`src/rtl/uart_file_receiver_pkg.sv`:
```
// uart_file_receiver_pkg: shared control bytes, FSM encoding and hex-char decode.
package uart_file_receiver_pkg;

    localparam logic [7:0] C_SOH = 8'h01;
    localparam logic [7:0] C_SOT = 8'h02;
    localparam logic [7:0] C_EOT = 8'h03;
    localparam logic [7:0] C_EOF = 8'h04;
    localparam logic [7:0] C_ACK = 8'h06;
    localparam logic [7:0] C_NAK = 8'h15;

    typedef enum logic [3:0] {
        S_IDLE     = 4'd0,
        S_ACK_SOH  = 4'd1,
        S_RX_HDR   = 4'd2,
        S_WAIT_EOT = 4'd3,
        S_ACK_EOT  = 4'd4,
        S_WAIT_SOT = 4'd5,
        S_ACK_SOT  = 4'd6,
        S_RX_CONT  = 4'd7,
        S_RX_CSUM  = 4'd8,
        S_RESP_EOF = 4'd9,
        S_NAK_HDR  = 4'd10,
        S_DONE     = 4'd11
    } state_t;

    // ASCII hex char to nibble; bit 4 flags a non-hex character
    function automatic logic [4:0] hex2nib(input logic [7:0] c);
        return (c >= 8'h30 && c <= 8'h39) ? {1'b0, c[3:0]} :
               ((c >= 8'h41 && c <= 8'h46) || (c >= 8'h61 && c <= 8'h66)) ? {1'b0, c[3:0] + 4'd9} :
               5'h10;
    endfunction

endpackage

```
`src/rtl/uart_rx_sync_fifo.sv`:
```
// uart_rx_sync_fifo: 8-bit first-word-fall-through FIFO with count-based full/empty.
module uart_rx_sync_fifo #(
    parameter int DEPTH = 16
) (
    input  logic       clk,
    input  logic       reset,
    input  logic       we_i,
    input  logic [7:0] din_i,
    input  logic       re_i,
    output logic [7:0] dout_o,
    output logic       full_o,
    output logic       empty_o
);

    localparam int AW = $clog2(DEPTH);

    logic [7:0]    mem_q [DEPTH];
    logic [AW-1:0] wp_q, rp_q;
    logic [AW:0]   cnt_q;
    logic          wr, rd;

    assign full_o  = cnt_q == (AW+1)'(DEPTH);
    assign empty_o = cnt_q == '0;
    assign wr      = we_i & ~full_o;
    assign rd      = re_i & ~empty_o;
    assign dout_o  = mem_q[rp_q];

    // pointers wrap naturally because DEPTH is a power of two
    always_ff @(posedge clk) begin
        if (reset) begin
            wp_q  <= '0;
            rp_q  <= '0;
            cnt_q <= '0;
        end else begin
            wp_q  <= wp_q + AW'(wr);
            rp_q  <= rp_q + AW'(rd);
            cnt_q <= cnt_q + (AW+1)'(wr) - (AW+1)'(rd);
        end
    end

    // storage array, no reset needed since occupancy gates visibility
    always_ff @(posedge clk) begin
        if (wr) mem_q[wp_q] <= din_i;
    end

endmodule

```
`src/rtl/uart_file_receiver.sv`:
```
// uart_file_receiver: SOH/EOT/SOT/EOF file handshake, hex header decode and payload buffering.
// Define UART_FILE_RX_CSUM_EN to verify a two-hex-char modulo-256 payload checksum after EOF.
module uart_file_receiver
    import uart_file_receiver_pkg::*;
#(
    parameter int HDR_BYTES  = 2,
    parameter int FIFO_DEPTH = 16,
    parameter int CNT_W      = 16
) (
    input  logic                   clk,
    input  logic                   reset,
    output logic [3:0]             state,
    input  logic [7:0]             rx_data,
    input  logic                   rx_data_rdy,
    output logic                   rx_read_en,
    input  logic                   tx_fifo_full,
    output logic [7:0]             tx_din,
    output logic                   tx_write_en,
    output logic [7:0]             receive_fifo_dout,
    output logic                   receive_data_rdy,
    input  logic                   receive_fifo_re,
    output logic [8*HDR_BYTES-1:0] hdr_data,
    output logic                   hdr_valid,
    output logic                   hdr_error,
    output logic [CNT_W-1:0]       content_count,
    output logic                   file_done,
    output logic                   csum_ok
);

    localparam int HW = 8 * HDR_BYTES;
    localparam int NW = $clog2(2 * HDR_BYTES) + 1;
`ifdef UART_FILE_RX_CSUM_EN
    localparam state_t EOF_NEXT = S_RX_CSUM;
`else
    localparam state_t EOF_NEXT = S_RESP_EOF;
`endif

    state_t         state_q, state_d;
    logic [HW-1:0]  hdr_q, hdr_d;
    logic [NW-1:0]  nib_cnt_q, nib_cnt_d;
    logic [CNT_W-1:0] cnt_q, cnt_d;
    logic           hdr_valid_q, hdr_valid_d, hdr_error_q, hdr_error_d;
    logic [4:0]     nib;
    logic           hdr_last, hdr_pop, fifo_full, fifo_empty, fifo_we;
`ifdef UART_FILE_RX_CSUM_EN
    logic [7:0]     sum_q, sum_d;
    logic [3:0]     hi_q, hi_d;
    logic           csum_ok_q, csum_ok_d, csum_pop;
`endif

    assign nib      = hex2nib(rx_data);
    assign hdr_last = nib_cnt_q == NW'(2 * HDR_BYTES - 1);
    assign hdr_pop  = rx_read_en && state_q == S_RX_HDR;
    assign fifo_we  = rx_read_en && state_q == S_RX_CONT && rx_data != C_EOF && rx_data != C_SOT;

    assign state            = state_q;
    assign hdr_data         = hdr_q;
    assign hdr_valid        = hdr_valid_q;
    assign hdr_error        = hdr_error_q;
    assign content_count    = cnt_q;
    assign receive_data_rdy = ~fifo_empty;
`ifdef UART_FILE_RX_CSUM_EN
    assign csum_ok  = csum_ok_q;
    assign csum_pop = rx_read_en && state_q == S_RX_CSUM;
`else
    assign csum_ok  = 1'b1;
`endif

    uart_rx_sync_fifo #(.DEPTH(FIFO_DEPTH)) u_fifo (
        .clk     (clk),
        .reset   (reset),
        .we_i    (fifo_we),
        .din_i   (rx_data),
        .re_i    (receive_fifo_re),
        .dout_o  (receive_fifo_dout),
        .full_o  (fifo_full),
        .empty_o (fifo_empty)
    );

    // state register
    always_ff @(posedge clk) begin
        if (reset) state_q <= S_IDLE;
        else       state_q <= state_d;
    end

    // next state: pop-driven states advance on the consumed byte, reply states on the tx write
    always_comb begin
        state_d = state_q;
        case (state_q)
            S_IDLE:     if (rx_read_en && rx_data == C_SOH) state_d = S_ACK_SOH;
            S_ACK_SOH:  if (tx_write_en) state_d = S_RX_HDR;
            S_RX_HDR:   if (rx_read_en) state_d = nib[4] ? S_NAK_HDR : hdr_last ? S_WAIT_EOT : S_RX_HDR;
            S_WAIT_EOT: if (rx_read_en && rx_data == C_EOT) state_d = S_ACK_EOT;
            S_ACK_EOT:  if (tx_write_en) state_d = S_WAIT_SOT;
            S_WAIT_SOT: if (rx_read_en && rx_data == C_SOT) state_d = S_ACK_SOT;
            S_ACK_SOT:  if (tx_write_en) state_d = S_RX_CONT;
            S_RX_CONT:  if (rx_read_en && rx_data == C_EOF) state_d = EOF_NEXT;
`ifdef UART_FILE_RX_CSUM_EN
            S_RX_CSUM:  if (rx_read_en && (nib[4] || nib_cnt_q[0])) state_d = S_RESP_EOF;
`endif
            S_RESP_EOF: if (tx_write_en) state_d = S_DONE;
            S_NAK_HDR:  if (tx_write_en) state_d = S_IDLE;
            S_DONE:     state_d = S_IDLE;
            default:    state_d = S_IDLE;
        endcase
    end

    // outputs: rx pops gated by payload backpressure, tx replies gated by tx FIFO space
    always_comb begin
        rx_read_en  = ~reset & rx_data_rdy &
                      ((state_q inside {S_IDLE, S_RX_HDR, S_WAIT_EOT, S_WAIT_SOT, S_RX_CSUM}) ||
                       (state_q == S_RX_CONT && (rx_data == C_EOF || rx_data == C_SOT || !fifo_full)));
        tx_write_en = ~reset & ~tx_fifo_full &
                      (state_q inside {S_ACK_SOH, S_ACK_EOT, S_ACK_SOT, S_RESP_EOF, S_NAK_HDR});
        tx_din      = (state_q == S_NAK_HDR || (state_q == S_RESP_EOF && !csum_ok)) ? C_NAK : C_ACK;
        file_done   = state_q == S_DONE;
    end

    // header shift, nibble counting, payload count and status pulses
    always_comb begin
        nib_cnt_d   = (state_q == S_RX_HDR || state_q == S_RX_CSUM) ? nib_cnt_q + NW'(rx_read_en & ~nib[4]) : '0;
        hdr_d       = (hdr_pop && !nib[4]) ? {hdr_q[HW-5:0], nib[3:0]} : hdr_q;
        hdr_valid_d = hdr_pop && !nib[4] && hdr_last;
        hdr_error_d = hdr_pop && nib[4];
        cnt_d       = state_q == S_ACK_SOH ? '0 : (fifo_we && !(&cnt_q)) ? cnt_q + CNT_W'(1) : cnt_q;
`ifdef UART_FILE_RX_CSUM_EN
        sum_d       = state_q == S_ACK_SOH ? 8'h00 : fifo_we ? sum_q + rx_data : sum_q;
        hi_d        = (csum_pop && !nib_cnt_q[0]) ? nib[3:0] : hi_q;
        csum_ok_d   = !csum_pop ? csum_ok_q : nib[4] ? 1'b0 :
                      nib_cnt_q[0] ? ({hi_q, nib[3:0]} == sum_q) : csum_ok_q;
`endif
    end

    // datapath registers
    always_ff @(posedge clk) begin
        if (reset) begin
            hdr_q       <= '0;
            nib_cnt_q   <= '0;
            cnt_q       <= '0;
            hdr_valid_q <= 1'b0;
            hdr_error_q <= 1'b0;
`ifdef UART_FILE_RX_CSUM_EN
            sum_q       <= 8'h00;
            hi_q        <= 4'h0;
            csum_ok_q   <= 1'b1;
`endif
        end else begin
            hdr_q       <= hdr_d;
            nib_cnt_q   <= nib_cnt_d;
            cnt_q       <= cnt_d;
            hdr_valid_q <= hdr_valid_d;
            hdr_error_q <= hdr_error_d;
`ifdef UART_FILE_RX_CSUM_EN
            sum_q       <= sum_d;
            hi_q        <= hi_d;
            csum_ok_q   <= csum_ok_d;
`endif
        end
    end

endmodule
```
`config.mk`:
```
export PLATFORM = sky130hd
export DESIGN_NAME = uart_file_receiver
export DESIGN_NICKNAME = d
export VERILOG_FILES = /design/src/rtl/uart_file_receiver_pkg.sv /design/src/rtl/uart_rx_sync_fifo.sv /design/src/rtl/uart_file_receiver.sv
export SDC_FILE = /design/constraint.sdc
export NUM_CORES = 1
export LEC_CHECK = 0
export ABC_CLOCK_PERIOD_IN_PS = 6000
export BUFFER_PORTS_ARGS = -buffer_cell sky130_fd_sc_hd__buf_2
export CAP_MARGIN = 0
export CORE_MARGIN = 10
export CORE_UTILIZATION = 60
export DETAILED_ROUTE_END_ITERATION = 12
export HOLD_SLACK_MARGIN = 0.15
export PLACE_DENSITY = 0.81
export SYNTH_ARGS = -nofsm -noshare
export SYNTH_HDL_FRONTEND = slang
export SYNTH_SLANG_ARGS = --single-unit
```
`constraint.sdc`:
```
create_clock -name clk -period 6 [get_ports clk]
set_clock_uncertainty 0.1 [all_clocks]
set_input_delay 1.5 -clock clk [delete_from_list [all_inputs] [get_ports clk]]
set_output_delay 1.5 -clock clk [all_outputs]
set_load 0.01 [all_outputs]
```
# Word level (Yosys, flattened, before mapping)
# Memories as Yosys holds them, arrays and structs flattened. A register that Yosys moved wholly into a read port is not among the register bits.
# Index checks and enable logic that the tools add are counted.
[op_classes] add_sub_neg=7 n_mul=0 div_mod_pow=0 n_lt_le_gt_ge=6 eq_ne=29 n_shift=0 n_mux=19 bitwise=13 reduce_logical=32
[ops] operator="4-bit 2-to-1 mux" n=12
[ops] operator="4-bit case mux with 10 select lines" n=1
[ops] operator="2-bit inequality test, second input constant" n=9
[ops] operator="16-bit by 1-bit adder with 16-bit output, second input constant" n=1
[ops] operator="4-bit by 3-bit equality test with 1-bit output, second input constant" n=4
[ops] operator="4-bit equality test, second input constant" n=4
[ops] operator="8-bit by 2-bit equality test with 1-bit output, second input constant" n=2
[ops] operator="8-bit by 7-bit greater-or-equal comparator with 1-bit output, second input constant" n=2
[ops] operator="8-bit by 7-bit less-or-equal comparator with 1-bit output, second input constant" n=2
[ops] operator="1-bit logical AND" n=16
[ops] operator="16-bit AND reduction" n=1
[ops] operator="5-bit 2-to-1 mux" n=3
[ops] operator="10-bit AND reduction" n=1
[ops] operator="5-bit nonzero test" n=2
[ops] operator="4-bit by 1-bit adder with 4-bit output" n=2
[ops] operator="4-bit by 2-bit equality test with 1-bit output, second input constant" n=2
[ops] operator="8-bit by 1-bit equality test with 1-bit output, second input constant" n=1
[ops] operator="8-bit by 3-bit equality test with 1-bit output, second input constant" n=1
[ops] operator="8-bit by 6-bit greater-or-equal comparator with 1-bit output, second input constant" n=1
[ops] operator="8-bit by 6-bit less-or-equal comparator with 1-bit output, second input constant" n=1
[ops] operator="8-bit by 2-bit inequality test with 1-bit output, second input constant" n=1
[ops] operator="8-bit by 3-bit inequality test with 1-bit output, second input constant" n=1
[ops] operator="1-bit AND" n=6
[ops] operator="5-bit by 1-bit adder with 5-bit output" n=1
[ops] operator="other kinds (16)" n=29
[word_totals] reg_bits=54 latchBits=0 mem_bits_rw=128 rom_bits=0 inputBits=13 memories=1
[mem_list] memory="u_fifo.mem_q" words=16 width=8 rd=1 rd_clocked_by_memory_dff=1 wr=1 line_no="uart_rx_sync_fifo.sv:17" text="logic [7:0] mem_q [DEPTH];"

# Longest topological paths before layout
# Gate-level depths: netlist (run 1).
[logic_depth] ltp_word=12 mapped_depth=12

# Hierarchy
# From an unflattened synthesis (run 1), not the netlist that was laid out.
[hier_totals] hier_cells=570 area_unflattened_um2=7942.6
[by_module_without_submodules] module="uart_rx_sync_fifo" n_inst=1 cells_per_inst=289 area_each_um2=5655.4 seq_area_each_um2=4103.9
[by_module_without_submodules] module="uart_file_receiver" n_inst=1 cells_per_inst=281 area_each_um2=2287.2 seq_area_each_um2=820.8

# Least setup slack after synthesis (run 1)
# OpenSTA, ideal clock, no wires.
[synth_timing] kind="input to output" startpoint="input rx_data[6]" endpoint="output rx_read_en" arrival_ps=2755 required_ps=4400 path_slack_ps=1645 path_stages=4 n_path_buf=0 path_cell_list="or4_4 > or3_1 > a21oi_1 > o31a_1"
[synth_between] elab_chain_len=6 word_cells_on_any_way=7 cone_classes="eq/ne: 2; bitwise: 1; reduce/logical: 4"
[synth_rtl] item="start: declaration" line_no="uart_file_receiver.sv:13" text="input logic [7:0] rx_data,"
[synth_rtl] item="8-bit by 3-bit equality test with 1-bit output / 8-bit by 2-bit equality test with 1-bit output (equally long branches)" line_no="uart_file_receiver.sv:112" text="(state_q == S_RX_CONT && (rx_data == C_EOF || rx_data == C_SOT || !fifo_full)));"
[synth_rtl] item="1-bit logical OR (*) (2 in a row)" line_no="uart_file_receiver.sv:112"
[synth_rtl] item="1-bit logical AND (*)" line_no="uart_file_receiver.sv:112"
[synth_rtl] item="1-bit logical OR (*)" line_no="uart_file_receiver.sv:111" text="((state_q inside {S_IDLE, S_RX_HDR, S_WAIT_EOT, S_WAIT_SOT, S_RX_CSUM}) ||"
[synth_rtl] item="1-bit AND (*)" line_no="uart_file_receiver.sv:110" text="rx_read_en = ~reset & rx_data_rdy &"
[synth_rtl] item="end: declaration" line_no="uart_file_receiver.sv:15" text="output logic rx_read_en,"
# Mark *: on every way between the ends. The rest lies on a longest branch, timed or not.

# Worst setup path in the final report (run 1)
# Same ends and word-level chain as after synthesis.

==> run_results.csv, run 1 <==
group,metric,value,unit
floorplanning,start_util,61.6,%
cells_and_area,drive_gt1_share,23.7,%
clocking,ctsHoldBuffers,0,
floorplanning,die_area,18000,um2
sta,setup_tns,0,ns
clocking,cts_resized,0,
setup_path,path_max_fanout,19,
floorplanning,ioPinCount,72,
routing,initialDrtViolationCount,469,
global_route,grt_max_degree,41,
global_route,antenna_found_initial,0,
setup_path,required,4.40,ns
place,routabilityCongestion,0.830,
sta,clock.fmax,0.206,GHz
synthesis,yosys_warnings,0,
routing,routedWlPerCell,21.6,um
synthesis,ys_async_sr_fraction,0,%
floorplanning,die_w,134,um
synthesis,yosysTopAreaCellShare,49.3,%
synthesis,synth_top_area_cell,"edfxtp_1",
place,dp_slack,1.11,ns
min_path,holdPathStages,2,
setup_path,r2r_slack,2.34,ns
synthesis,ys.flop_type,"edfxtp_1",
cells_and_area,final_common_cell,"edfxtp_1",
sta,setup_slack,1.15,ns
place,dp_hpwl,11.2,mm
clocking,cts_buffers,17,
clocking,ctsRootBufferMaster,"clkbuf_16",
routing,ant_nets,0,
synthesis,syn_area_per_cell,14.1,um2
cells_and_area,final_util,70.0,%
routing,drcViolationCount,0,
cells_and_area,final_nets,642,
routing,vias_per_cell,6.05,
floorplanning,rows,41,
clocking,clock_path_buffers,2,
sta,holdWs,0.354,ns
cells_and_area,n_fill_cell,825,
routing,firstDrtPassIters,5,
synthesis,ys_seq_area_share,63.1,%
sta,slew_headroom,36.4,%
pwr,p_leak,3.11,nW
floorplanning,core-area,12700,um2
synthesis,synthDistinctLibCells,55,
global_route,grt_use_met3,5.00,%
min_path,hp-start,"hdr_data[13]",
clocking,path_clk_slew,0.06,ns
run,max_cap_viol_count,0,
setup_path,reg2reg_from,"state[1]",
synthesis,synth_edf_count,128,
global_route,use_met1,23.0,%
status,status,"finished, final reports clean",
global_route,grt_overflow,0,
routing,num_vias,4819,
cells_and_area,mostFrequentLayoutCells,"128 x edfxtp_1, 65 x buf_2, 53 x dfxtp_1",
clocking,post_cts_buffers,0,
setup_path,cp.arrival,3.25,ns
global_route,met2_usage,34.0,%
pwr,finalPower,3.25,mW
synthesis,yosys-top-cells-area,"edfxtp_1 49%, dfxtp_1 14%, mux4_2 12%",
cells_and_area,diodes,0,
min_path,hold_end,"hdr_data[13]",
sta,finalCritPeriodShare,80.8,%
setup_path,endpoint_kind,"output port",
floorplanning,die_h,134,um
global_route,grt_pass1_vias,4963,
min_path,hold_path_class,"reg2reg",
sta,rsz0062_at_grt,"false",
setup_path,rr_worst_depth,5,
global_route,top_usage_layer,"met2",
pwr,max-vdd-ir-drop,211,uV
sta,post-route-min-period,4.85,ns
clocking,tritoncts,"yes",
clocking,cts_max_level,4,
global_route,grt_pass1_wl,27.1,mm
sta,tightest_slew,0.930,ns
synthesis,syn_inst,555,
clocking,cts.sinks,182,
routing,drt-total-wl,17.2,mm
sta,slew_violations,0,
setup_path,reg2reg_to,"u_fifo.mem_q[2][1]",
place,portBuffers,65,
setup_path,path_class,"in2out",
sta,finalHoldViolations,0,
global_route,track_usage,19.6,%
synthesis,synth_seq_cells,182,
synthesis,synth_area,7800,um2
clocking,clk_latency,0.43,ns
setup_path,worst_setup_path_start_kind,"input pin",
pwr,power_density,366,nW/um2
sta,setup_viol,0,
cells_and_area,area_growth,13.6,%
-- layer usage --
| metal | part of all wire (%) | vias up |
|---|---|---|
| li1 | - | 2175 |
| met5 | 0 | - |
| met1 | 40 | 2426 |
| met2 | 52 | 189 |
| met3 | 5.9 | 29 |
| met4 | 1.9 | 0 |
-- registers in the layout, summed over array words and instances (netlist names) --
register and flops:
u_fifo.wp_q 4, content_count 16, u_fifo.cnt_q 5, nib_cnt_q 3, u_fifo.mem_q 128, state 4, hdr_valid 1, hdr_data 16
u_fifo.rp_q 4, hdr_error 1
-- synthesized netlist by cell type (3+ instances only) --
library cell,count
edfxtp_1,128
dfxtp_1,54
nor2_1,47
nand2_1,43
mux4_2,40
a21oi_1,27
clkbuf_1,25
nand3_1,19
xor2_1,19
ha_1,17
inv_1,12
and3_1,11
nor2b_1,9
xnor2_1,9
nand4_1,8
nor3_1,8
buf_4,7
nand2b_1,7
and2_1,5
buf_1,5
nand3b_1,4
a211oi_1,3
a31oi_1,3
nor3b_1,3
nor4_1,3
o21ai_0,3
or3_1,3
-- cell type report --
class / instances / area [um2] / area share (%)
Inverter: 12 / 45.0 / 0.508
Clock inverter: 4 / 51.3 / 0.579
Multi-Input combinational cell: 327 / 2680 / 30.2
Sequential cell: 182 / 4930 / 55.6
Timing Repair Buffer: 71 / 370 / 4.18
Tap cell: 172 / 215 / 2.43
Clock buffer: 28 / 582 / 6.56
-- cell families (layout without fill, tap and decap cells) --
kind of cell | count (synthesis) | in the layout | share of synthesized area [%]
AO/OA/AOI/OAI | 52 | 52 | 4.43
XOR/XNOR | 28 | 28 | 3.14
adder cells (fa/ha/maj) | 18 | 18 | 2.98
buffers and inverters | 50 | 115 | 2.76
flip-flops | 182 | 182 | 63.1
multiplexers | 43 | 43 | 11.9
other | 2 | 6 | 0.0963
AND/OR/NAND/NOR | 180 | 180 | 11.5
-- how the worst max path moves through the flow --
stage,from,endpoint,cells after the start
finish,rx_data[6],rx_read_en,6
detailed placement,rx_data[0],u_fifo.mem_q[1][6],8
CTS,rx_data[6],rx_read_en,6
global route,rx_data[6],rx_read_en,6
floorplan,rx_data[6],rx_read_en,4
global placement,rx_data[6],rx_read_en,6
-- metrics by stage --
step | cells | instance area (um2)
global route | 796 | 8870
CTS | 796 | 8870
finish | 796 | 8870
global placement | 764 | 8230
detailed placement | 764 | 8230
floorplan | 559 | 7820
-- power breakdown --
part	switching (mW)	internal [mW]	leakage (nW)
Combinational	0.315	0.321	1.21
Clock	0.445	0.706	0.307
Sequential	0.0902	1.37	1.59
Total	0.850	2.40	3.11
-- critical path, stage by stage --
cell and delay (ns):
buf_2 0.21, or4_4 0.61, or3_1 0.42, a21oi_1 0.17
o31a_1 0.18, buf_2 0.15
(Power assumes the default switching activity.)
==> run 2: changes to the inputs <==
- ABC_AREA: default -> 1
- ABC_CLOCK_PERIOD_IN_PS: 6000 -> 4600
- clock period: 6 -> 4.6 ns (I/O delays scaled with it)
==> run_results.csv, run 2 <==
group,metric,value,unit
synthesis,synthDistinctLibCells,42,
sta,finalHoldViolations,0,
clocking,ctsRootBufferMaster,"clkbuf_16",
synthesis,synth_top_area_cell,"edfxtp_1",
place,portBuffers,65,
pwr,swShare,28.0,%
place,dp_hpwl,12.5,mm
pwr,finalPower,4.07,mW
clocking,clk_latency,0.43,ns
synthesis,synth_compound_area_share,11.3,%
synthesis,synth_seq_cells,182,
floorplanning,die_h,139,um
cells_and_area,final_nets,918,
pwr,p_int,2.93,mW
synthesis,yosysTopAreaCellShare,45.4,%
setup_path,worst_setup_path_start_kind,"flip-flop",
clocking,cts.sinks,182,
setup_path,path_max_fanout,74,
floorplanning,die_w,139,um
clocking,tritoncts,"yes",
floorplanning,die_area,19300,um2
min_path,hold_path_class,"reg2reg",
pwr,power_density,426,nW/um2
synthesis,syn_area_per_cell,10.3,um2
clocking,post_cts_buffers,0,
pwr,p_leak,3.62,nW
sta,setup_tns,0,ns
floorplanning,start_util,61.2,%
synthesis,synth_common_cells,"128 x edfxtp_1, 87 x nor2_1, 85 x inv_1",
place,routabilityCongestion,0.857,
cells_and_area,multiInputGateArea,2950,um2
min_path,hold_end,"hdr_data[12]",
synthesis,synthXorXnorAreaFrac,1.76,%
cells_and_area,largest_reg_flops,128,
routing,vias_per_cell,5.67,
routing,ant_nets,0,
global_route,antenna_found_initial,0,
floorplanning,ioPinCount,72,
sta,clock.fmax,0.258,GHz
setup_path,reg2reg_to,"u_fifo.mem_q[11][1]",
setup_path,path_class,"reg2out",
sta,post-route-min-period,3.87,ns
synthesis,yosys_warnings,0,
global_route,grt_max_degree,75,
clocking,ctsHoldBuffers,0,
synthesis,ys.flop_type,"edfxtp_1",
sta,setup_viol,0,
synthesis,synthSimpleGateAreaFrac,14.9,%
cells_and_area,top_register,"u_fifo.mem_q",
cells_and_area,diodes,0,
place,dpl-instance-area,8940,um2
clocking,cts_max_level,4,
clocking,path_clk_slew,0.07,ns
cells_and_area,final-seq-area,4930,um2
pwr,max-vdd-ir-drop,309,uV
sta,rsz0062_at_grt,"false",
synthesis,synth_fa_ha_area_share,2.75,%
cells_and_area,mostFrequentLayoutCells,"128 x edfxtp_1, 87 x nor2_1, 85 x inv_1",
clocking,cts_buffers,17,
global_route,grt_pass1_wl,29.8,mm
synthesis,syn_inst,821,
sta,slew_violations,0,
sta,finalCritPeriodShare,84.1,%
run,max_cap_viol_count,0,
cells_and_area,fin_area,9550,um2
pwr,seqPwrFrac,46.3,%
global_route,grt_pass1_vias,5967,
floorplanning,rows,43,
sta,slew_headroom,31.1,%
routing,drcViolationCount,0,
cells_and_area,drive_gt1_share,18.6,%
synthesis,synth.mux.area_fraction,3.90,%
synthesis,yosys-top-cells-area,"edfxtp_1 45%, dfxtp_1 13%, mux2i_1 3.9%",
min_path,hp-start,"hdr_data[12]",
routing,routedWlPerCell,17.3,um
cells_and_area,area_growth,12.8,%
routing,initialDrtViolationCount,582,
status,status,"finished, final reports clean",
pwr,p_comb_share,18.2,%
clocking,clock_path_buffers,2,
clocking,cts_resized,0,
synthesis,synth_most_common_cell,"edfxtp_1",
routing,num_vias,6121,
setup_path,r2r_slack,1.95,ns
synthesis,synth_edf_count,128,
setup_path,required,3.35,ns
routing,firstDrtPassIters,5,
pwr,power.switching,1.14,mW
floorplanning,core-area,13800,um2
synthesis,ys_seq_area_share,58.2,%
pwr,clockPowerShare,35.5,%
setup_path,endpoint_kind,"output port",
global_route,track_usage,19.0,%
synthesis,synth_top_family_by_area,"simple AND/OR/NAND/NOR gates",
cells_and_area,final_common_cell,"edfxtp_1",
cells_and_area,n_fill_cell,1016,
routing,drt-total-wl,18.6,mm
setup_path,rr_worst_depth,8,
synthesis,ys_async_sr_fraction,0,%
synthesis,synth_area,8470,um2
setup_path,cp.arrival,2.62,ns
sta,tightest_slew,1.03,ns
global_route,grt_overflow,0,
min_path,holdPathStages,2,
setup_path,reg2reg_from,"state[1]",
run 2: changes by cell type in the layout (fill, tap and decap cells not counted), sizes merged, moves of 34 or more:
cell	before	now
mux4	40	0
o21ai	3	67
inv	12	101
a21oi	27	61
nand2	43	92
nor2	47	92
run 2: how the worst max path moves through the flow:
stage                         startpoint                    to  slack (ns)  cells after the start
after floorplan               rx_data[1]            rx_read_en        1.20                      9
after global placement        rx_data[1]            rx_read_en        0.81                     10
after detailed placement      rx_data[1]   u_fifo.mem_q[11][7]        0.71                      9
after CTS                 u_fifo.rp_q[0]  receive_fifo_dout[6]        0.73                      6
after global routing          rx_data[1]            rx_read_en        0.60                     10
final                     u_fifo.rp_q[0]  receive_fifo_dout[6]        0.73                      6
run 2: power groups by stage:
stage                     Clock (mW)  Sequential [mW]  Combinational, mW
after floorplan                    0             1.82              0.609
after global placement             0             1.91              0.708
after detailed placement           0             1.92              0.735
after CTS                       1.46             1.88              0.741
after global routing            1.53             1.89              0.833
final                           1.44             1.88              0.741
run 2: per-layer routing:
layer | up-vias | share of wire [%] | track usage (%)
met2 | 220 | 50 | 31.5
met1 | 2909 | 42 | 23.6
met4 | 0 | 2.3 | 7.85
li1 | 2958 | - | -
met3 | 34 | 6.0 | 4.01
met5 | - | 0 | 0
run 2: kinds of logic (layout without fill, tap and decap cells):
| group | after synthesis | after routing |
|---|---|---|
| flip-flops | 182 | 182 |
| adder cells (fa/ha/maj) | 18 | 18 |
| AND/OR/NAND/NOR | 264 | 264 |
| AO/OA/AOI/OAI | 165 | 165 |
| other | 2 | 6 |
| multiplexers | 33 | 33 |
| buffers and inverters | 140 | 215 |
| XOR/XNOR | 17 | 17 |
run 2: stage by stage:
stage          instances  utilization [%]  hold WS [ns]  setup slack, ns
2_1_floorplan        825                -         0.390             1.20
3_3_place_gp        1048             64.7         0.357            0.810
3_5_place_dp        1048             64.7         0.372            0.713
4_1_cts             1080             69.1         0.388            0.731
5_1_grt             1080             69.1         0.418            0.599
6_report            1080             69.1         0.385            0.730
run 2: worst max-delay path, cell delays in order (launching register included):
cell and delay (ns):
dfxtp_4 0.92, buf_4 0.43, mux2i_1 0.26, o21ai_0 0.11
o211ai_1 0.20, nand2_1 0.08, buf_2 0.15
run 2: layout make-up:
cell class              instances  share of cell area [%]
inverters                     100                    3.93
clock buffers                  25                    5.85
well taps                     180                    2.36
clock inverters                 7                   0.524
repair buffers                 83                    4.82
multi-input cells             503                    30.9
flip-flops and latches        182                    51.6
